<file path="src/rtl/gfx_renderer.sv">
// gfx_renderer
// Pixel-serialising stage between the graphics fetch sequencer and the line
// buffer write port. Each accepted start delivers one 8-pixel, 4bpp pattern
// group. The stage writes one pixel per clock and resolves tile-vs-sprite and
// sprite-vs-sprite priority with two per-column masks.
//
// Ports:
//   clk             system clock
//   reset           synchronous, active-low reset
//   render_idx      line-buffer column of pixel 0 of the group
//   render_data     8 pixels x 4 bits, pixel 0 = [31:28], pixel 7 = [3:0]
//   render_start    single-cycle strobe; all group inputs are sampled with it
//   is_sprite       1 = sprite group, 0 = tile/bitmap group
//   hflip           emit pixels 7..0 instead of 0..7
//   palette         palette select for the group
//   render_priority tile: priority over sprites; sprite: in front of priority tiles
//   last_pixel      high while the 8th pixel of the group is on the outputs
//   busy            high while the group's pixels are on the outputs
//   wridx           line-buffer write column
//   wrdata          {palette, color}
//   wren            line-buffer write enable
module gfx_renderer #(
  parameter int VISIBLE_W = 320
) (
  input  logic        clk,
  input  logic        reset,
  input  logic [8:0]  render_idx,
  input  logic [31:0] render_data,
  input  logic        render_start,
  input  logic        is_sprite,
  input  logic        hflip,
  input  logic [1:0]  palette,
  input  logic        render_priority,
  output logic        last_pixel,
  output logic        busy,
  output logic [8:0]  wridx,
  output logic [5:0]  wrdata,
  output logic        wren
);

  localparam logic [0:0] ST_IDLE = 1'b0;
  localparam logic [0:0] ST_EMIT = 1'b1;
  localparam logic [9:0] VIS_W   = VISIBLE_W[9:0];

  logic [0:0]  state_reg;
  logic [2:0]  k_reg;
  logic [8:0]  idx_reg;
  logic [31:0] data_reg;
  logic        sprite_reg;
  logic        hflip_reg;
  logic [1:0]  pal_reg;
  logic        prio_reg;

  logic [8:0]  wridx_reg;
  logic [5:0]  wrdata_reg;
  logic        wren_reg;

  // Per-column masks; deliberately not reset, tile passes reinitialise them.
  logic [VISIBLE_W-1:0] tprio;
  logic [VISIBLE_W-1:0] socc;

  logic        emitting;
  logic        at_last;
  logic        accept;
  logic        advance;
  logic        fire;

  logic [8:0]  src_idx;
  logic [31:0] src_data;
  logic        src_sprite;
  logic        src_hflip;
  logic [1:0]  src_pal;
  logic        src_prio;
  logic [2:0]  src_k;
  logic [2:0]  nib_sel;
  logic [3:0]  color;
  logic [8:0]  col;
  logic        visible;
  logic        tprio_at;
  logic        socc_at;
  logic        write;

  assign emitting = (state_reg == ST_EMIT);
  assign at_last  = emitting && (k_reg == 3'd7);
  // A start is taken from idle or in the last-pixel cycle, which chains
  // groups without a bubble; a start mid-group is dropped.
  assign accept   = render_start && (!emitting || at_last);
  assign advance  = emitting && !at_last;
  assign fire     = accept || advance;

  // The pixel being registered this edge comes either from the live inputs
  // (pixel 0 of a newly accepted group) or from the latched group.
  always_comb begin
    src_idx    = idx_reg;
    src_data   = data_reg;
    src_sprite = sprite_reg;
    src_hflip  = hflip_reg;
    src_pal    = pal_reg;
    src_prio   = prio_reg;
    src_k      = k_reg + 3'd1;
    if (accept) begin
      src_idx    = render_idx;
      src_data   = render_data;
      src_sprite = is_sprite;
      src_hflip  = hflip;
      src_pal    = palette;
      src_prio   = render_priority;
      src_k      = 3'd0;
    end
  end

  // hflip picks pixel 7-k, which for 3 bits is the bitwise inverse of k.
  assign nib_sel = src_hflip ? ~src_k : src_k;
  // Pixel n lives at bit offset (7-n)*4.
  assign color   = src_data[{~nib_sel, 2'b00} +: 4];
  assign col     = src_idx + {6'd0, src_k};
  assign visible = ({1'b0, col} < VIS_W);

  always_comb begin
    tprio_at = 1'b0;
    socc_at  = 1'b0;
    if (visible) begin
      tprio_at = tprio[col];
      socc_at  = socc[col];
    end
  end

  always_comb begin
    write = 1'b0;
    if (visible) begin
      if (!src_sprite)
        write = 1'b1;
      else
        write = (color != 4'd0) && !socc_at && (src_prio || !tprio_at);
    end
  end

  always_ff @(posedge clk) begin
    if (!reset) begin
      state_reg  <= ST_IDLE;
      k_reg      <= 3'd0;
      idx_reg    <= 9'd0;
      data_reg   <= 32'd0;
      sprite_reg <= 1'b0;
      hflip_reg  <= 1'b0;
      pal_reg    <= 2'd0;
      prio_reg   <= 1'b0;
      wridx_reg  <= 9'd0;
      wrdata_reg <= 6'd0;
      wren_reg   <= 1'b0;
    end else if (fire) begin
      state_reg  <= ST_EMIT;
      k_reg      <= src_k;
      wridx_reg  <= col;
      wrdata_reg <= {src_pal, color};
      wren_reg   <= write;
      if (accept) begin
        idx_reg    <= render_idx;
        data_reg   <= render_data;
        sprite_reg <= is_sprite;
        hflip_reg  <= hflip;
        pal_reg    <= palette;
        prio_reg   <= render_priority;
      end
    end else begin
      state_reg <= ST_IDLE;
      k_reg     <= 3'd0;
      wren_reg  <= 1'b0;
    end
  end

  // Mask updates land on the same edge as the pixel, so the next pixel
  // (including one of a chained, overlapping sprite) already sees them.
  always_ff @(posedge clk) begin
    if (reset && fire && visible) begin
      if (!src_sprite) begin
        tprio[col] <= src_prio && (color != 4'd0);
        socc[col]  <= 1'b0;
      end else if (write) begin
        socc[col] <= 1'b1;
      end
    end
  end

  assign busy       = emitting;
  assign last_pixel = at_last;
  assign wridx      = wridx_reg;
  assign wrdata     = wrdata_reg;
  assign wren       = wren_reg;

endmodule

</file>
<file path="config.mk">
export PLATFORM = sky130hd
export DESIGN_NAME = gfx_renderer
export DESIGN_NICKNAME = d
export VERILOG_FILES = /design/src/rtl/gfx_renderer.sv
export SDC_FILE = /design/constraint.sdc
export NUM_CORES = 1
export LEC_CHECK = 0
export BUFFER_PORTS_ARGS = -buffer_cell sky130_fd_sc_hd__buf_2
export CAP_MARGIN = 20
export CORE_MARGIN = 2
export CORE_UTILIZATION = 40
export DETAILED_ROUTE_END_ITERATION = 12
export GPL_TIMING_DRIVEN = 0
export PLACE_DENSITY = 0.61
export REMOVE_ABC_BUFFERS = 1
export SLEW_MARGIN = 0
export SYNTH_ARGS = -nofsm -noshare
export SYNTH_HDL_FRONTEND = slang
export SYNTH_SLANG_ARGS = --single-unit
</file>
<file path="constraint.sdc">
create_clock -name clk -period 10.7 [get_ports clk]
set_input_delay 0.535 -clock clk [delete_from_list [all_inputs] [get_ports clk]]
set_output_delay 0.535 -clock clk [all_outputs]
set_load 0.01 [all_outputs]
</file>
## After elaboration in Yosys (flattened, before gate mapping)

Index checks and enable logic that the tools add are counted.

- Add/sub/neg operators: 2
- Order comparisons: 3
- Equal/unequal tests: 2
- Shift-type cells: 1
- Mux-type cells: 22
- Bitwise gates (word level): 6
- Reduce and logical (&&, ||, !) cells: 20

Operators with widths:

| operator | number |
|---|---|
| two-way mux 320 bit | 2 |
| AND 320 bit | 1 |
| bitwise mux 320 bit | 1 |
| inverter 320 bit | 1 |
| bitwise OR 320 bit | 1 |
| two-way mux 32 bit | 1 |
| indexed part select 32 x 6 -> 4 bit | 1 |
| binary-select mux 1 bit (select 9 bit) | 2 |
| two-way mux 1 bit | 11 |
| less-than comparator 9 x 10 -> 1 bit (second input constant) | 1 |
| adder 9 x 3 -> 9 bit | 1 |
| demux 1 bit (select 9 bit) | 1 |
| >= comparator 9 x 1 -> 1 bit (second input constant) | 1 |
| logical AND 1 bit | 9 |
| less-than comparator 9 bit (second input constant) | 1 |
| two-way mux 9 bit | 1 |
| two-way mux 3 bit | 2 |
| inverter 3 bit | 2 |
| AND reduction 2 bit | 3 |
| logical NOT 1 bit | 4 |
| nonzero test 4 bit | 1 |
| adder 3 x 1 -> 3 bit (second input constant) | 1 |
| == test 3 bit (second input constant) | 1 |
| logical OR 1 bit | 3 |
| 3 further kinds | 3 |

- Register bits: 706
- Input port bits: 49
- Output and inout port bits: 18
- Word-level logic and storage cells: 69

## Longest topological paths before layout

Gate-level depths: netlist of the first run.

- Depth after elaboration: 16
- Depth in mapped cells: 29
- Depth with buffers taken out: 19

## Worst setup path before layout of the first run

Ideal clock, no wire load.

- Kind: register -> register
- Start: register k_reg[0]
- End: register tprio[0], data pin
- Arrival: 9,637 ps
- Required time: 9,005 ps
- Setup slack: -633 ps
- Stages on the path, launching flop included: 13
- Buffers on the path: 3
- Period minus slack after synthesis: 11,333 ps
- Cell sequence: dfxtp_1 -> ha_1 -> ha_1 -> nand2b_1 -> buf_2 -> buf_2 -> and3_1 -> or2_2 -> clkbuf_1 -> a311oi_1 -> o31a_1 -> nor4_1 -> nor2_1

- Cells in the longest elaborated chain, start to end: 12

RTL lines:

| item | RTL line | RTL |
|---|---|---|
| start: declaration | 46 | `logic [2:0] k_reg;` |
| start signal: assignment | 153 | `k_reg <= src_k;` |
| parallel branches: the longest is 11 deep, another holds less-than comparator 9 x 10 -> 1 bit | - |  |
| bitwise mux 320 bit * | 177 | `tprio[col] <= src_prio && (color != 4'd0);` |
| end signal: indexed assignment | 177 |  |
| end: declaration | 59 | `logic [VISIBLE_W-1:0] tprio;` |

Mark *: on every way between the ends.
A chain may end at the register's enable or synchronous reset.

==> impl_metrics.tcl, run 1 <==
set metrics [dict create \
    setup-violations-final 0 \
    power.switching_uw 1790 \
    cpLargestDelayFamily "simple AND/OR/NAND/NOR gates" \
    crit_chain "ha_1, ha_1, nand2b_1, nand2_2, nand2_1, nand2_1, ha_4, inv_1, fa_4, buf_16, buf_16, buf_16, or2_2, nor2_1, a211oi_1, a21oi_1, mux2i_1, a311oi_1, or4b_1, or4_1, o21ai_4, buf_16, nor4_1" \
    synth_seq_cells 704 \
    max_freq_mhz 114 \
    pwr-share-seq_pct 45.3 \
    finClkSkew_ps 29.7 \
    dr.pass1.iters 5 \
    cp_common_cell "buf_16" \
    place_area_um2 34300 \
    wl_per_cell_um 23.0 \
    yosys-top-cells-area "edfxtp_1, mux4_2, nor2_1, dfxtp_1, nor3_1" \
    path_buf_inv 5 \
    ys_warn_count 0 \
    crit_slowest_cell "fa_4" \
    clock_latency_ps 630 \
    dieArea_um2 82900 \
    area_delta_synth_final_pct 14.5 \
    post_cts_buffers 0 \
    grt_usage_pct 19.6 \
    coreArea_um2 80200 \
    stdcell_area_um2 36900 \
    syn_avg_cell_area_um2 13.2 \
    num_rows 104 \
    finalHoldViolCount 0 \
    yosysTopAreaCell "edfxtp_1" \
    pin_count 67 \
    grtUsageMet3_pct 2.82 \
    critical_path_required_ps 11030 \
    synth_top_area_share_pct 59.6 \
    overflow 0 \
    drive_gt1_share_pct 18.8 \
    ir_drop_uv 126 \
    maxSlewViolCount 0 \
    htree_levels 3 \
    status "finished, final reports clean" \
    postSynth.asyncResetShare_pct 0 \
    nets 2463 \
    internal_power_uw 4970 \
    drtIter0Drc 1968 \
    via_per_inst 5.85 \
    grt_max_degree 169 \
    use_met1_pct 25.5 \
    period_needed_ps 8760 \
    met2_usage_pct 33.7 \
    rsz0062_at_grt "no" \
    cts_tree "done" \
    crit_path_end_kind "flop" \
    routed_wl_um 81000 \
    top_usage_layer "met2" \
    place.gp.congestion 0.885 \
    crit_fanout 51 \
    layout_worst_path_cycle_share_pct 81.9 \
    tightest_slew_ps 1140 \
    fillCellCount 7090 \
    yosysUniqueCellTypes 68 \
    clock-root-buffer "clkbuf_16" \
    ctsResizeCount 0 \
    fin_util_pct 46.1 \
    clkSinkCount 704 \
    syn_area_um2 32200 \
    p_clk_share_pct 37.9 \
    pwr-share-comb_pct 16.8 \
    synthFlopType "edfxtp_1" \
    cts_inserted_buffers 76 \
    clockBufferDepth 3 \
    cts_hold_buf 0 \
    setup.worst_path.start_class "flop" \
    cellLeakagePower_uw 0.0116 \
    switching_share_pct 26.5 \
    start_util_pct 40.2 \
    netlist_instances 2448 \
    dpl.hpwl_um 49800 \
    ant_nets 0 \
    die_w_um 288 \
    synth_edf_count 640 \
    yosysSeqAreaShare_pct 63.6 \
    relSlewSlack_pct 24.1 \
    drc 0 \
    first_global_vias 20800 \
    power.density_nw_per_um2 183 \
    maxCapViolCount 0 \
    clk_pin_slew_ps 60 \
    die_h_um 288 \
    max_stage_delay_ps 1190 \
    crit_type "flop to flop" \
    crit_arrival_ps 9090 \
    multiInputGateArea_um2 10700 \
    antenna_found_initial 0 \
    grt_pass1_wl_um 123000 \
    portBuffers 66 \
    seq_area_um2 20500 \
    vias 20600 \
    hold_class "input pin to flop" \
]
## synth_stat cells (5+ instances only)
cell type,instances
and3_1,10
and2_1,15
dfxtp_1,64
buf_1,10
buf_4,16
a311oi_1,10
ha_1,5
buf_6,5
a21oi_1,70
nor2_1,356
nor4_1,128
edfxtp_1,640
o21ai_1,12
a211oi_1,10
a32oi_1,5
clkbuf_1,158
nor3_1,215
xor2_1,6
nand2_1,216
o21ai_0,15
a2111oi_0,9
buf_2,81
nand3_1,53
mux2i_1,97
mux4_2,156
a31oi_1,5
xnor2_1,5
mux2_2,9
## cell families after synthesis
logic type               after synthesis  synth area share [%]
AND/OR/NAND/NOR                     1014                  14.2
flip-flops                           704                  63.6
buffers and inverters                276                  3.83
multiplexers                         263                  14.3
AO/OA/AOI/OAI                        173                  3.47
XOR/XNOR                              12                 0.349
adder cells (fa/ha/maj)                6                 0.256
## worst paths after layout
path | start | end | slack (ps) | cells past startpoint
max | k_reg[0]$_SDFF_PN0_ | flop | 1940 | 23
min | render_data[22] | data_reg[22]$_SDFFE_PN0N_ | 150 | 3
max reg2reg | k_reg[0]$_SDFF_PN0_ | flop | 1940 | 23
min reg2reg | wridx[2]$_SDFFE_PN0N_ | wridx[2]$_SDFFE_PN0N_ | 450 | 2
## layer usage
| layer | vias up | share of wire (%) | routed length (um) |
|---|---|---|---|
| li1 | 9210 | - | - |
| met1 | 10500 | 40 | 32800 |
| met2 | 798 | 50 | 40400 |
| met3 | 128 | 7.3 | 5890 |
| met4 | 0 | 2.4 | 1970 |
| met5 | - | 0 | 0 |
## cells in the final DEF (no fill, tap or decap), types with 18 or more instances in the layout
master and n:
buf_16 26, nor3_1 215, edfxtp_1 640, buf_12 18, nand3_1 53, mux4_2 156
nor4_1 128, mux2i_1 97, dfxtp_1 64, a21oi_1 70, clkbuf_16 77, nor2_1 349
buf_2 68, nand2_1 214, buf_8 32
## area by class of cell
cell class	count	share of cell area, %
Sequential cell	704	55.5
Multi-Input combinational cell	1468	28.9
Clock buffer	92	5.37
Timing Repair Buffer	152	5.32
Tap cell	1060	3.59
Clock inverter	42	1.16
Inverter	6	0.0847
Antenna cell	1	0.00678
## stage by stage
step / TNS, ps / hold slack [ps] / setup slack [ps] / instances / power (uW)
4_1_cts: 0 / 127 / 1980 / 3510 / 6810
5_1_grt: 0 / 150 / 1530 / 3524 / 6990
3_3_place_gp: - / 441 / -20630 / 3304 / 4370
6_report: 0 / 149 / 1940 / 3525 / 6760
3_5_place_dp: 0 / 442 / 2020 / 3376 / 4250
2_1_floorplan: -4025250 / 432 / -10600 / 2178 / 3930
## power groups by stage
stage / Combinational, uW / Sequential, uW / Clock [uW]
global placement: 1200 / 3170 / 0
floorplan: 782 / 3150 / 0
finish: 1140 / 3070 / 2560
global route: 1210 / 3070 / 2710
detailed placement: 1130 / 3120 / 0
CTS: 1130 / 3060 / 2610
## tightest hold or removal path, cell delays in order
cell and delay, ps:
buf_2 100, nand2_1 40, a21oi_1 50
Note: power is estimated with default switching activity, not from simulation.
==> run 2: changes to the inputs <==
Settings changed: PLACE_DENSITY 0.61 to 0.59.
Clock period 10.7 ns to 8.55 ns, I/O delays scaled along.
==> run 2 against run 1 <==
First-iteration DRC count up 3.9%; combinational power grew 25%; worst hold slack worse by 110 ps; flip-flop and latch count did not move; final cell count hardly changed; global-route usage grew 0.14 points; routed wire length up 1.3%.
==> impl_metrics.tcl, run 2 (synthesis results as in run 1) <==
set metrics [dict create \
    wl_per_cell_um 23.3 \
    cts_tree "done" \
    cellLeakagePower_uw 0.0116 \
    via_per_inst 5.88 \
    crit_arrival_ps 8500 \
    tightest_slew_ps 1080 \
    area_delta_synth_final_pct 14.8 \
    final_cells 3526 \
    placed_cells 3372 \
    setup-violations-final 0 \
    clock_latency_ps 630 \
    crit_slowest_cell "fa_4" \
    setup.worst_path.start_class "flop" \
    cp_common_cell "buf_16" \
    power.density_nw_per_um2 227 \
    max_stage_delay_ps 1270 \
    overflow 0 \
    grt_usage_pct 19.7 \
    status "finished, final reports clean" \
    die_h_um 288 \
    pin_count 67 \
    post_cts_buffers 0 \
    use_met1_pct 26.6 \
    maxSlewViolCount 0 \
    relSlewSlack_pct 27.7 \
    die_w_um 288 \
    ant_nets 0 \
    stdcell_area_um2 37000 \
    r2r_slack_ps 380 \
    coreArea_um2 80200 \
    clkSinkCount 704 \
    drive_gt1_share_pct 19.1 \
    top_usage_layer "met2" \
    nets 2464 \
    met2_usage_pct 32.8 \
    critPathLaunch "k_reg[0]$_SDFF_PN0_" \
    crit_chain "ha_1, ha_1, nand2b_1, nand2_8, nand2_1, nand2_1, ha_4, inv_1, fa_4, buf_16, buf_16, or2_2, nor2_1, a211oi_1, a21oi_1, mux2i_1, a311oi_1, or4b_1, or4_1, o21ai_4, buf_16, buf_12, nor4_1" \
    dpl.hpwl_um 49500 \
    num_rows 104 \
    grtUsageMet3_pct 3.11 \
    portBuffers 66 \
    place.gp.congestion 0.849 \
    clockBufferDepth 3 \
    cts_hold_buf 0 \
    crit_type "flop to flop" \
    max_freq_mhz 122 \
    final_cell_mix "edfxtp_1, nor2_1, nor3_1" \
    grt_pass1_wl_um 124000 \
    crit_path_end_kind "flop" \
    hold_start "render_data[18]" \
    drc 0 \
    ir_drop_uv 136 \
    drtIter0Drc 2044 \
    rsz0062_at_grt "no" \
    layout_worst_path_cycle_share_pct 95.6 \
    clk_pin_slew_ps 60 \
    dieArea_um2 82900 \
    fin_util_pct 46.2 \
    crit_fanout 46 \
    routed_wl_um 82100 \
    dr.pass1.iters 5 \
    vias 20700 \
    finalHoldViolCount 0 \
    cts_inserted_buffers 76 \
    place_area_um2 34300 \
    final_common_cell "edfxtp_1" \
    r2r-start "k_reg[0]$_SDFF_PN0_" \
    htree_levels 3 \
    clock-root-buffer "clkbuf_16" \
    grt_max_degree 230 \
    whs_ps 38.0 \
    maxCapViolCount 0 \
    first_global_vias 20600 \
    critical_path_required_ps 8880 \
    hold_class "input pin to flop" \
    finClkSkew_ps 26.7 \
    antenna_found_initial 0 \
    start_util_pct 40.2 \
    period_needed_ps 8170 \
]
-- run 2: cell count changes in the layout (fill, tap and decap cells not counted), sizes merged --
cell      previous run  this run
clkinv              31        35
bufinv               6         3
inv                 10         8
clkinvlp             1         2
o21ai               28        29
-- run 2: cell type report --
type / count / area, um^2
timing repair buffer: 152 / 2060
clock buffer: 92 / 2040
antenna: 1 / 2.50
sequential: 704 / 20500
clock inverter: 42 / 300
fill: 7062 / 43200
multi-input combinational: 1469 / 10700
tap: 1060 / 1330
inverter: 6 / 31.3
-- run 2: metal layers --
layer	up-vias	routed length (um)
met2	810	40000
met1	10600	33900
li1	9190	-
met5	-	0
met4	0	2130
met3	133	6140
-- run 2: metrics by stage --
step / setup TNS, ps / worst slack [ps] / total power, uW
global route: 0 / 50.1 / 8700
detailed placement: -918 / -55.7 / 5330
finish: 0 / 379 / 8400
global placement: - / -23020 / 5480
floorplan: -6032910 / -12750 / 4920
CTS: 0 / 202 / 8460
-- run 2: what timing repair did --
action / CTS / global route
gates resized for setup: 1 / 1
gates cloned: 0 / 1
pin swaps: 0 / 1
setup endpoints to repair: 34 / 67
-- run 2: report_power, final --
part           leakage, uW  internal, uW  switching (uW)  total (uW)
sequential         0.00632          3820            11.4        3840
combinational      0.00410           555             880        1430
clock              0.00116          1790            1340        3130
total               0.0116          6170            2230        8400
-- run 2: worst paths after layout --
path	end	cells after the start
max reg2reg	flop	23
min	data_reg[18]$_SDFFE_PN0N_	3
max	flop	23
min reg2reg	wridx[4]$_SDFFE_PN0N_	2
-- run 2: worst max-delay path: cells and delay by family, from the launching register on --
kind	cells	cell delay (ps)
AO/OA/AOI/OAI	4	990
AND/OR/NAND/NOR	9	3240
adder cells (fa/ha/maj)	4	1840
buffers and inverters	5	1100
multiplexers	1	180
flip-flops	1	350
